==> src/rtl/display_pkg.sv <==
// Shared types and seven-segment constants for the display controller.
// Segment patterns are active-low, ordered {g,f,e,d,c,b,a}.
package display_pkg;

  localparam int unsigned BCD_DIGITS = 4;

  typedef enum logic [1:0] {
    StIdle,
    StShift,
    StLatch
  } state_e;

  localparam logic [6:0] SEG_BLANK = 7'b1111111;
  localparam logic [6:0] SEG_DASH  = 7'b0111111;
  localparam logic [6:0] SEG_DIG0  = 7'b1000000;
  localparam logic [6:0] SEG_DIG1  = 7'b1111001;
  localparam logic [6:0] SEG_DIG2  = 7'b0100100;
  localparam logic [6:0] SEG_DIG3  = 7'b0110000;
  localparam logic [6:0] SEG_DIG4  = 7'b0011001;
  localparam logic [6:0] SEG_DIG5  = 7'b0010010;
  localparam logic [6:0] SEG_DIG6  = 7'b0000010;
  localparam logic [6:0] SEG_DIG7  = 7'b1111000;
  localparam logic [6:0] SEG_DIG8  = 7'b0000000;
  localparam logic [6:0] SEG_DIG9  = 7'b0010000;

  function automatic logic [6:0] seg_digit(input logic [3:0] d);
    logic [6:0] s;
    unique case (d)
      4'd0:    s = SEG_DIG0;
      4'd1:    s = SEG_DIG1;
      4'd2:    s = SEG_DIG2;
      4'd3:    s = SEG_DIG3;
      4'd4:    s = SEG_DIG4;
      4'd5:    s = SEG_DIG5;
      4'd6:    s = SEG_DIG6;
      4'd7:    s = SEG_DIG7;
      4'd8:    s = SEG_DIG8;
      4'd9:    s = SEG_DIG9;
      default: s = SEG_BLANK;
    endcase
    return s;
  endfunction

  // Double-dabble correction; 4-bit add, carry out deliberately dropped.
  function automatic logic [3:0] add3(input logic [3:0] d);
    return (d >= 4'd5) ? d + 4'd3 : d;
  endfunction

endpackage

==> src/rtl/seg7_decode.sv <==
// Combinational digit-to-segment decoder; dash overrides blank, which overrides the digit.
module seg7_decode
  import display_pkg::*;
(
  input  logic [3:0] digit,
  input  logic       blank,
  input  logic       dash,
  output logic [6:0] seg
);

  always_comb begin
    seg = SEG_BLANK;
    if (dash) begin
      seg = SEG_DASH;
    end else if (!blank) begin
      seg = seg_digit(digit);
    end
  end

endmodule

==> src/rtl/display_ctrl.sv <==
// Sequential binary-to-BCD converter (one bit per clock) plus a multiplexed
// four-digit seven-segment scanner showing the last completed result.
module display_ctrl
  import display_pkg::*;
#(
  parameter int unsigned REFRESH_DIV = 50000,
  parameter bit          BLANK_LZ    = 1'b1
) (
  input  logic        clk,
  input  logic        rst,
  input  logic        load,
  input  logic [15:0] value,
  output logic        busy,
  output logic [15:0] bcd,
  output logic        ovf,
  output logic [6:0]  seg,
  output logic [3:0]  an
);

  localparam int unsigned ScratchW = (BCD_DIGITS + 1) * 4;
  localparam int unsigned DivW     = $clog2(REFRESH_DIV);
  localparam logic [DivW-1:0] DivMax = DivW'(REFRESH_DIV - 1);

  state_e              state_q, state_d;
  logic [15:0]         shreg_q, shreg_d;
  logic [ScratchW-1:0] scratch_q, scratch_d, adj;
  logic [3:0]          cnt_q, cnt_d;
  logic                pend_q, pend_d;
  logic [15:0]         pend_val_q, pend_val_d;
  logic [15:0]         bcd_q, bcd_d;
  logic                ovf_q, ovf_d;

  logic [DivW-1:0]     div_q, div_d;
  logic [1:0]          idx_q, idx_d;
  logic [6:0]          seg_q, seg_d;
  logic [3:0]          an_q, an_d;
  logic [3:0]          digit;
  logic [3:0]          lead_zero;
  logic                blank;

  always_comb begin
    for (int i = 0; i < int'(BCD_DIGITS) + 1; i++) begin
      adj[4*i +: 4] = add3(scratch_q[4*i +: 4]);
    end
  end

  always_comb begin
    state_d    = state_q;
    shreg_d    = shreg_q;
    scratch_d  = scratch_q;
    cnt_d      = cnt_q;
    pend_d     = pend_q;
    pend_val_d = pend_val_q;
    bcd_d      = bcd_q;
    ovf_d      = ovf_q;
    unique case (state_q)
      StIdle: begin
        if (load) begin
          shreg_d   = value;
          scratch_d = '0;
          cnt_d     = '0;
          state_d   = StShift;
        end
      end
      StShift: begin
        {scratch_d, shreg_d} = {adj, shreg_q} << 1;
        cnt_d = cnt_q + 4'd1;
        if (cnt_q == 4'd15) begin
          state_d = StLatch;
        end
        if (load) begin
          pend_d     = 1'b1;
          pend_val_d = value;
        end
      end
      StLatch: begin
        bcd_d = scratch_q[15:0];
        ovf_d = |scratch_q[ScratchW-1:16];
        // A strobe arriving now is newer than anything pending.
        if (load || pend_q) begin
          shreg_d   = load ? value : pend_val_q;
          scratch_d = '0;
          cnt_d     = '0;
          pend_d    = 1'b0;
          state_d   = StShift;
        end else begin
          state_d = StIdle;
        end
      end
      default: state_d = StIdle;
    endcase
  end

  always_comb begin
    div_d = div_q + 1'b1;
    idx_d = idx_q;
    if (div_q == DivMax) begin
      div_d = '0;
      idx_d = idx_q + 2'd1;
    end

    unique case (idx_q)
      2'd0:    digit = bcd_q[15:12];
      2'd1:    digit = bcd_q[11:8];
      2'd2:    digit = bcd_q[7:4];
      default: digit = bcd_q[3:0];
    endcase

    lead_zero[0] = (bcd_q[15:12] == 4'd0);
    lead_zero[1] = lead_zero[0] && (bcd_q[11:8] == 4'd0);
    lead_zero[2] = lead_zero[1] && (bcd_q[7:4] == 4'd0);
    lead_zero[3] = 1'b0;
    blank = BLANK_LZ && lead_zero[idx_q];
    an_d  = ~(4'b1000 >> idx_q);
  end

  seg7_decode u_seg7_decode (
    .digit (digit),
    .blank (blank),
    .dash  (ovf_q),
    .seg   (seg_d)
  );

  always_ff @(posedge clk) begin
    if (rst) begin
      state_q    <= StIdle;
      shreg_q    <= '0;
      scratch_q  <= '0;
      cnt_q      <= '0;
      pend_q     <= 1'b0;
      pend_val_q <= '0;
      bcd_q      <= '0;
      ovf_q      <= 1'b0;
      div_q      <= '0;
      idx_q      <= '0;
      an_q       <= 4'b0111;
      seg_q      <= BLANK_LZ ? SEG_BLANK : SEG_DIG0;
    end else begin
      state_q    <= state_d;
      shreg_q    <= shreg_d;
      scratch_q  <= scratch_d;
      cnt_q      <= cnt_d;
      pend_q     <= pend_d;
      pend_val_q <= pend_val_d;
      bcd_q      <= bcd_d;
      ovf_q      <= ovf_d;
      div_q      <= div_d;
      idx_q      <= idx_d;
      an_q       <= an_d;
      seg_q      <= seg_d;
    end
  end

  assign busy = (state_q != StIdle);
  assign bcd  = bcd_q;
  assign ovf  = ovf_q;
  assign seg  = seg_q;
  assign an   = an_q;

endmodule

==> config.mk <==
export PLATFORM = sky130hd
export DESIGN_NAME = display_ctrl
export DESIGN_NICKNAME = d
export VERILOG_FILES = /design/src/rtl/display_pkg.sv /design/src/rtl/seg7_decode.sv /design/src/rtl/display_ctrl.sv
export SDC_FILE = /design/constraint.sdc
export NUM_CORES = 1
export LEC_CHECK = 0
export CORE_MARGIN = 2
export CORE_UTILIZATION = 54
export CTS_BUF_LIST = sky130_fd_sc_hd__clkbuf_2
export DETAILED_ROUTE_END_ITERATION = 6
export GPL_ROUTABILITY_DRIVEN = 1
export PLACE_DENSITY = 0.87
export SYNTH_ARGS = -nofsm -noshare
export SYNTH_HDL_FRONTEND = slang
export SYNTH_SLANG_ARGS = --single-unit
==> constraint.sdc <==
create_clock -name clk -period 2.13 [get_ports clk]
set_input_delay 0.5325 -clock clk [delete_from_list [all_inputs] [get_ports clk]]
set_output_delay 0.5325 -clock clk [all_outputs]
set_load 0.02 [all_outputs]
# --- After elaboration in Yosys (flattened, before gate mapping) ---
# Memories as Yosys holds them, arrays and structs flattened.
# Cells that the tools add are included.
# W data, S select, Z words.
totals:
  romBits: 112
  mem_count: 1
  in_bits: 19
  regBits: 105
  wordCells: 84
  latch_bits: 0
  ram_bits: 0
mem_list:
  columns: ["memory", "words", "width", "rd", "rd_ports_with_merged_regs", "write_ports", "line", "rtl"]
  rows:
  - ["(no name shown)", 16, 7, 1, 0, 0, "display_pkg.sv:28", "unique case (d)"]
op_classes:
  eq_ne: 10
  magnitude_cmp: 6
  n_mul: 0
  mux: 27
  n_div: 0
  reduce_logical: 17
  n_shift: 1
  addsub: 8
  n_bitwise: 1
op_table:
  columns: ["op", "count"]
  rows:
  - ["$pmux W20 S3", 1]
  - ["$mux W16", 3]
  - ["$pmux W16 S3", 1]
  - ["$mux W20", 2]
  - ["$mux W4", 6]
  - ["$pmux W4 S3", 2]
  - ["$ge A4 B3 Y1 const B", 5]
  - ["$add A16 B1 Y16 const B", 1]
  - ["$add A4 B2 Y4 const B", 4]
  - ["$eq A16 B16 Y1 const B", 1]
  - ["$mux W7", 2]
  - ["$logic_not A4 Y1", 3]
  - ["$ne A2 B2 Y1 const B", 4]
  - ["$pmux W2 S3", 1]
  - ["$reduce_and A3 Y1", 2]
  - ["$add A4 B1 Y4 const B", 1]
  - ["$eq A2 B1 Y1 const B", 2]
  - ["$eq A2 B2 Y1 const B", 2]
  - ["$eq A4 B4 Y1 const B", 1]
  - ["$logic_not A2 Y1", 2]
  - ["$mux W1", 4]
  - ["$mux W2", 2]
  - ["$not A4 Y4", 1]
  - ["$reduce_bool A2 Y1", 2]
  - ["other kinds (14)", 15]

# --- Depth between registers and ports, before layout ---
logic_depth:
  depth_word: 7
  ltp_mapped: 9
  ltp_nobuf: 9

# --- By module ---
# A second synthesis with hierarchy kept.
unflattened:
  hier_cells: 619
  area_unflattened_um2: 5266.3
modules_own_cells:
  columns: ["mod", "seq_area_each_um2", "area_per_inst_um2", "instances", "cells_each"]
  rows:
  - ["display_ctrl", 2102.0, 5034.8, 1, 589]
  - ["seg7_decode", 0.0, 231.5, 1, 30]

# --- Least setup slack after synthesis ---
# No wires, ideal clock.
synth_timing:
  path_type: "register to register"
  startpoint: "register idx_q[0]"
  endpoint: "register seg_q[6], in the netlist seg[6]"
  path_slack_ps: -4
  t_required_ps: 2007
  path_stages_with_launch: 10
  synth_period_minus_slack_ps: 2134
  path_buffers: 0
  arrival_ps: 2011
  path_cell_list: "dfxtp_1 inv_1 ha_1 a222oi_1 mux2_2 inv_1 ha_1 or3_1 o21ai_1 a21oi_1"
synth_between:
  elab_chain_cells: 5
  elab_cells_between_ends: 9
synth_rtl:
  columns: ["item", "line", "rtl"]
  rows:
  - ["start, declared", "display_ctrl.sv:34", "logic [1:0] idx_q, idx_d;"]
  - ["start signal, assigned", "display_ctrl.sv:148", "idx_q <= idx_d;"]
  - ["$eq A2 B2 Y1 (tied with other cells)", "display_ctrl.sv:102", "unique case (idx_q)"]
  - ["$pmux W4 S3", "display_ctrl.sv:102", null]
  - ["$mem_v2 Z16 W7", null, null]
  - ["$mux W7 (*)", "seg7_decode.sv:15", "end else if (!blank) begin"]
  - ["$mux W7 (*)", "seg7_decode.sv:13", "if (dash) begin"]
  - ["end signal, assigned", "display_ctrl.sv:137", "seg_q <= BLANK_LZ ? SEG_BLANK : SEG_DIG0;"]
  - ["end signal, assigned", "display_ctrl.sv:150", "seg_q <= seg_d;"]
  - ["end, declared", "display_ctrl.sv:35", "logic [6:0] seg_q, seg_d;"]
# Every way passes the cells marked *; elsewhere a longest branch is shown, timed or not. The select of a mux whose other input is x is not followed.
# A chain may end at the register's enable or synchronous reset.

# --- Worst setup path in the final report ---
# Same ends and word-level chain as after synthesis.

==> out/metrics.yaml <==
status:
  status: "finished, violations left"
  violations: "design-rule violations"
worst_setup_path:
  worstSetupStartpointType: "flop"
  crit_fanout: 5
  critical_path_required_ns: 2.64
  crit_arrival_ns: 2.57
  endpoint_kind: "flop"
  reg2reg_depth: 9
  path_class: "reg -> reg"
power_and_ir_drop:
  vdd_drop_max_v: 0.000551
  clock_power_share: 0.189
  power_frac_seq: 0.471
  p_sw_frac: 0.370
  pwr-share-comb: 0.341
  powerDensity_mw_per_mm2: 841
  total_power_uw: 4920
  p_int_uw: 3100
  total_leakage_power_uw: 0.00231
  p_sw_uw: 1820
synth:
  synth_flop_cell: "dfxtp_1"
  yosys-top-cells-count: "dfxtp_1 (105), nor2_1 (76), nand2_1 (58)"
  netlist_top_cells_area: "dfxtp_1 (42%), ha_1 (6.5%), nor2_1 (5.7%)"
  ys_ff_latch: 105
  synthesis.area_sq_mm: 0.00503
  postSynthCellCount: 590
  async_reset_ff_frac: 0
  synth_edf_count: 0
  syn_nets: 635
  synth_area_per_cell_sq_um: 8.52
  yosys_warnings: 0
  synth.distinct_cells: 45
  yosysSeqAreaShare: 0.418
  yosysTopAreaCellShare: 0.418
  synth.most_common_cell: "dfxtp_1"
  synth_top_area_cell: "dfxtp_1"
die:
  initial_utilization: 0.549
  die-area_sq_mm: 0.0101
  fp.dieW_um: 101
  io_pins: 48
  die_h_um: 101
  num_rows: 35
  core_area_sq_mm: 0.00915
cts:
  cts_hold_buf: 0
  cts_tree: "yes"
  numCtsBuffers: 9
  htree_num_levels: 3
  cts-root-buf: "clkbuf_2"
  clockBufferDepth: 2
  clock_latency_ns: 0.57
  clkTransAtPathRegs_ns: 0.28
  cts.sinks: 105
timing:
  setup_viol: 0
  period_share: 0.968
  worstMarginPinSlew_ns: 0.494
  fin_crit_ns: 2.06
  timing.final.hold_violations: 0
  maxSlewViolCount: 0
  clock_skew_ns: 0.0466
  timing.final.ws_setup_ns: 0.0674
  fmax_ghz: 0.485
  slew_headroom: 0.668
job:
  drv_cap: 0
finish:
  layout.nets: 680
  final_area_sq_mm: 0.00585
  area_delta_synth_final_pct: 16.3
  antenna_cells: 0
  drive_gt1_frac: 0.0938
  utilization: 0.639
  n_fill_cell: 760
  fin_cells: 751
worst_hold_path:
  hold_path_depth: 2
  hold_path_class: "in -> reg"
grt:
  grt_pass1_wl_um: 18400
  overflow: 0
  grt_max_degree: 51
  grtUsageMet2: 0.408
  grt_busiest_layer: "met2"
  grt_usage: 0.223
  grt_pass1_vias: 4162
  met3_usage: 0.0437
  antenna_found_initial: 0
  use_met1: 0.264
routing:
  ant_nets: 0
  wl_um: 11200
  routed-via-count: 4405
  wl_per_cell_um: 14.9
  drt_iter0_drc: 331
  via_per_inst: 5.87
  dr.pass1.iters: 7
  drc: 3
placed_design:
  dp_hpwl_um: 7650
  dp.cells: 734
  place_area_sq_mm: 0.00566
  gp_congestion: 0.836
  port_buffers: 47
  pre_cts_ws_ns: -0.171
==> path summary, 6_finish.rpt <==
| check | slack, ns | from | end |
|---|---|---|---|
| worst max register to register | 0.07 | idx_q[0]$_SDFFE_PP0P_ | seg[6]$_SDFF_PP1_ |
| worst min register to register | 0.47 | pend_val_q[6]$_SDFFE_PP0P_ | pend_val_q[6]$_SDFFE_PP0P_ |
| worst max-delay path | 0.07 | idx_q[0]$_SDFFE_PP0P_ | seg[6]$_SDFF_PP1_ |
| worst min-delay path | 0.33 | rst | bcd[7]$_SDFFE_PP0P_ |
==> per-stage QoR <==
step / hold slack, ns / TNS [ns]
4_1_cts: 0.288 / 0
3_5_place_dp: 0.446 / -1.73
5_1_grt: 0.291 / -0.0104
3_3_place_gp: 0.442 / -0.760
6_report: 0.335 / 0
2_1_floorplan: 0.436 / 0
==> placed cells by master (no fill, tap or decap), drive strengths merged, types with 3 or more instances in the layout <==
master	n
and3	16
nand2b	13
nor2b	4
ha	26
xor2	8
xnor2	13
clkinvlp	3
nand3	22
dlygate4sd2	17
o21ai	18
o32ai	4
dlymetal6s2s	11
dfxtp	105
mux2i	26
a22oi	12
nor3	13
a211oi	15
clkbuf	10
a22o	17
a222oi	3
nand2	58
a31oi	3
nor2	78
a21oi	38
inv	31
a221oi	16
clkdlybuf4s50	17
buf	23
==> cell families after synthesis <==
group                    share of synthesized area
AO/OA/AOI/OAI                                0.177
XOR/XNOR                                    0.0366
adder cells (fa/ha/maj)                     0.0647
buffers and inverters                       0.0518
flip-flops                                   0.418
multiplexers                                0.0547
AND/OR/NAND/NOR                              0.197
==> flip-flops by register name, summed over array words and instances, names as in the netlist <==
register and count:
scratch_q 20, bcd 16, div_q 16, pend_val_q 16
shreg_q 16, seg 7, an 4, cnt_q 4
idx_q 2, state_q 2, ovf 1, pend_q 1
==> critical path, cell delays in order (launching register included) <==
cell and delay (ns):
dfxtp_2 0.40, buf_4 0.16, ha_4 0.17, a222oi_1 0.27, mux2_4 0.21, inv_1 0.05
ha_1 0.18, or3_4 0.40, o21ai_2 0.07, a21oi_1 0.09
==> area by class of cell <==
cell class / instances / area (sq um) / share of cell area
repair buffers: 68 / 652 / 0.111
well taps: 111 / 139 / 0.0238
flip-flops and latches: 105 / 2110 / 0.361
inverters: 30 / 113 / 0.0193
clock inverters: 6 / 66.3 / 0.0113
multi-input cells: 421 / 2720 / 0.464
clock buffers: 10 / 50.0 / 0.00856
==> power groups by stage <==
stage               Combinational, uW  Clock (uW)  Sequential, uW
floorplan                        1210           0            2320
global placement                 1600           0            2340
detailed placement               1640           0            2350
CTS                              1630         948            2310
global route                     1860        1020            2340
finish                           1680         927            2310
==> layer usage <==
layer	vias up	routed length, um
li1	2160	-
met1	2080	4680
met2	151	5750
met3	14	630
met4	0	121
met5	-	0
==> timing repair <==
item | in CTS | in global routing
pin swaps | 1 | 2
gates resized for setup | 28 | 24
hold endpoints to repair | 0 | 0
endpoints found under the setup margin | 20 | 31
cloned | 0 | 0
setup buffers | 0 | 1
Note: power is estimated with default switching activity, not from simulation.
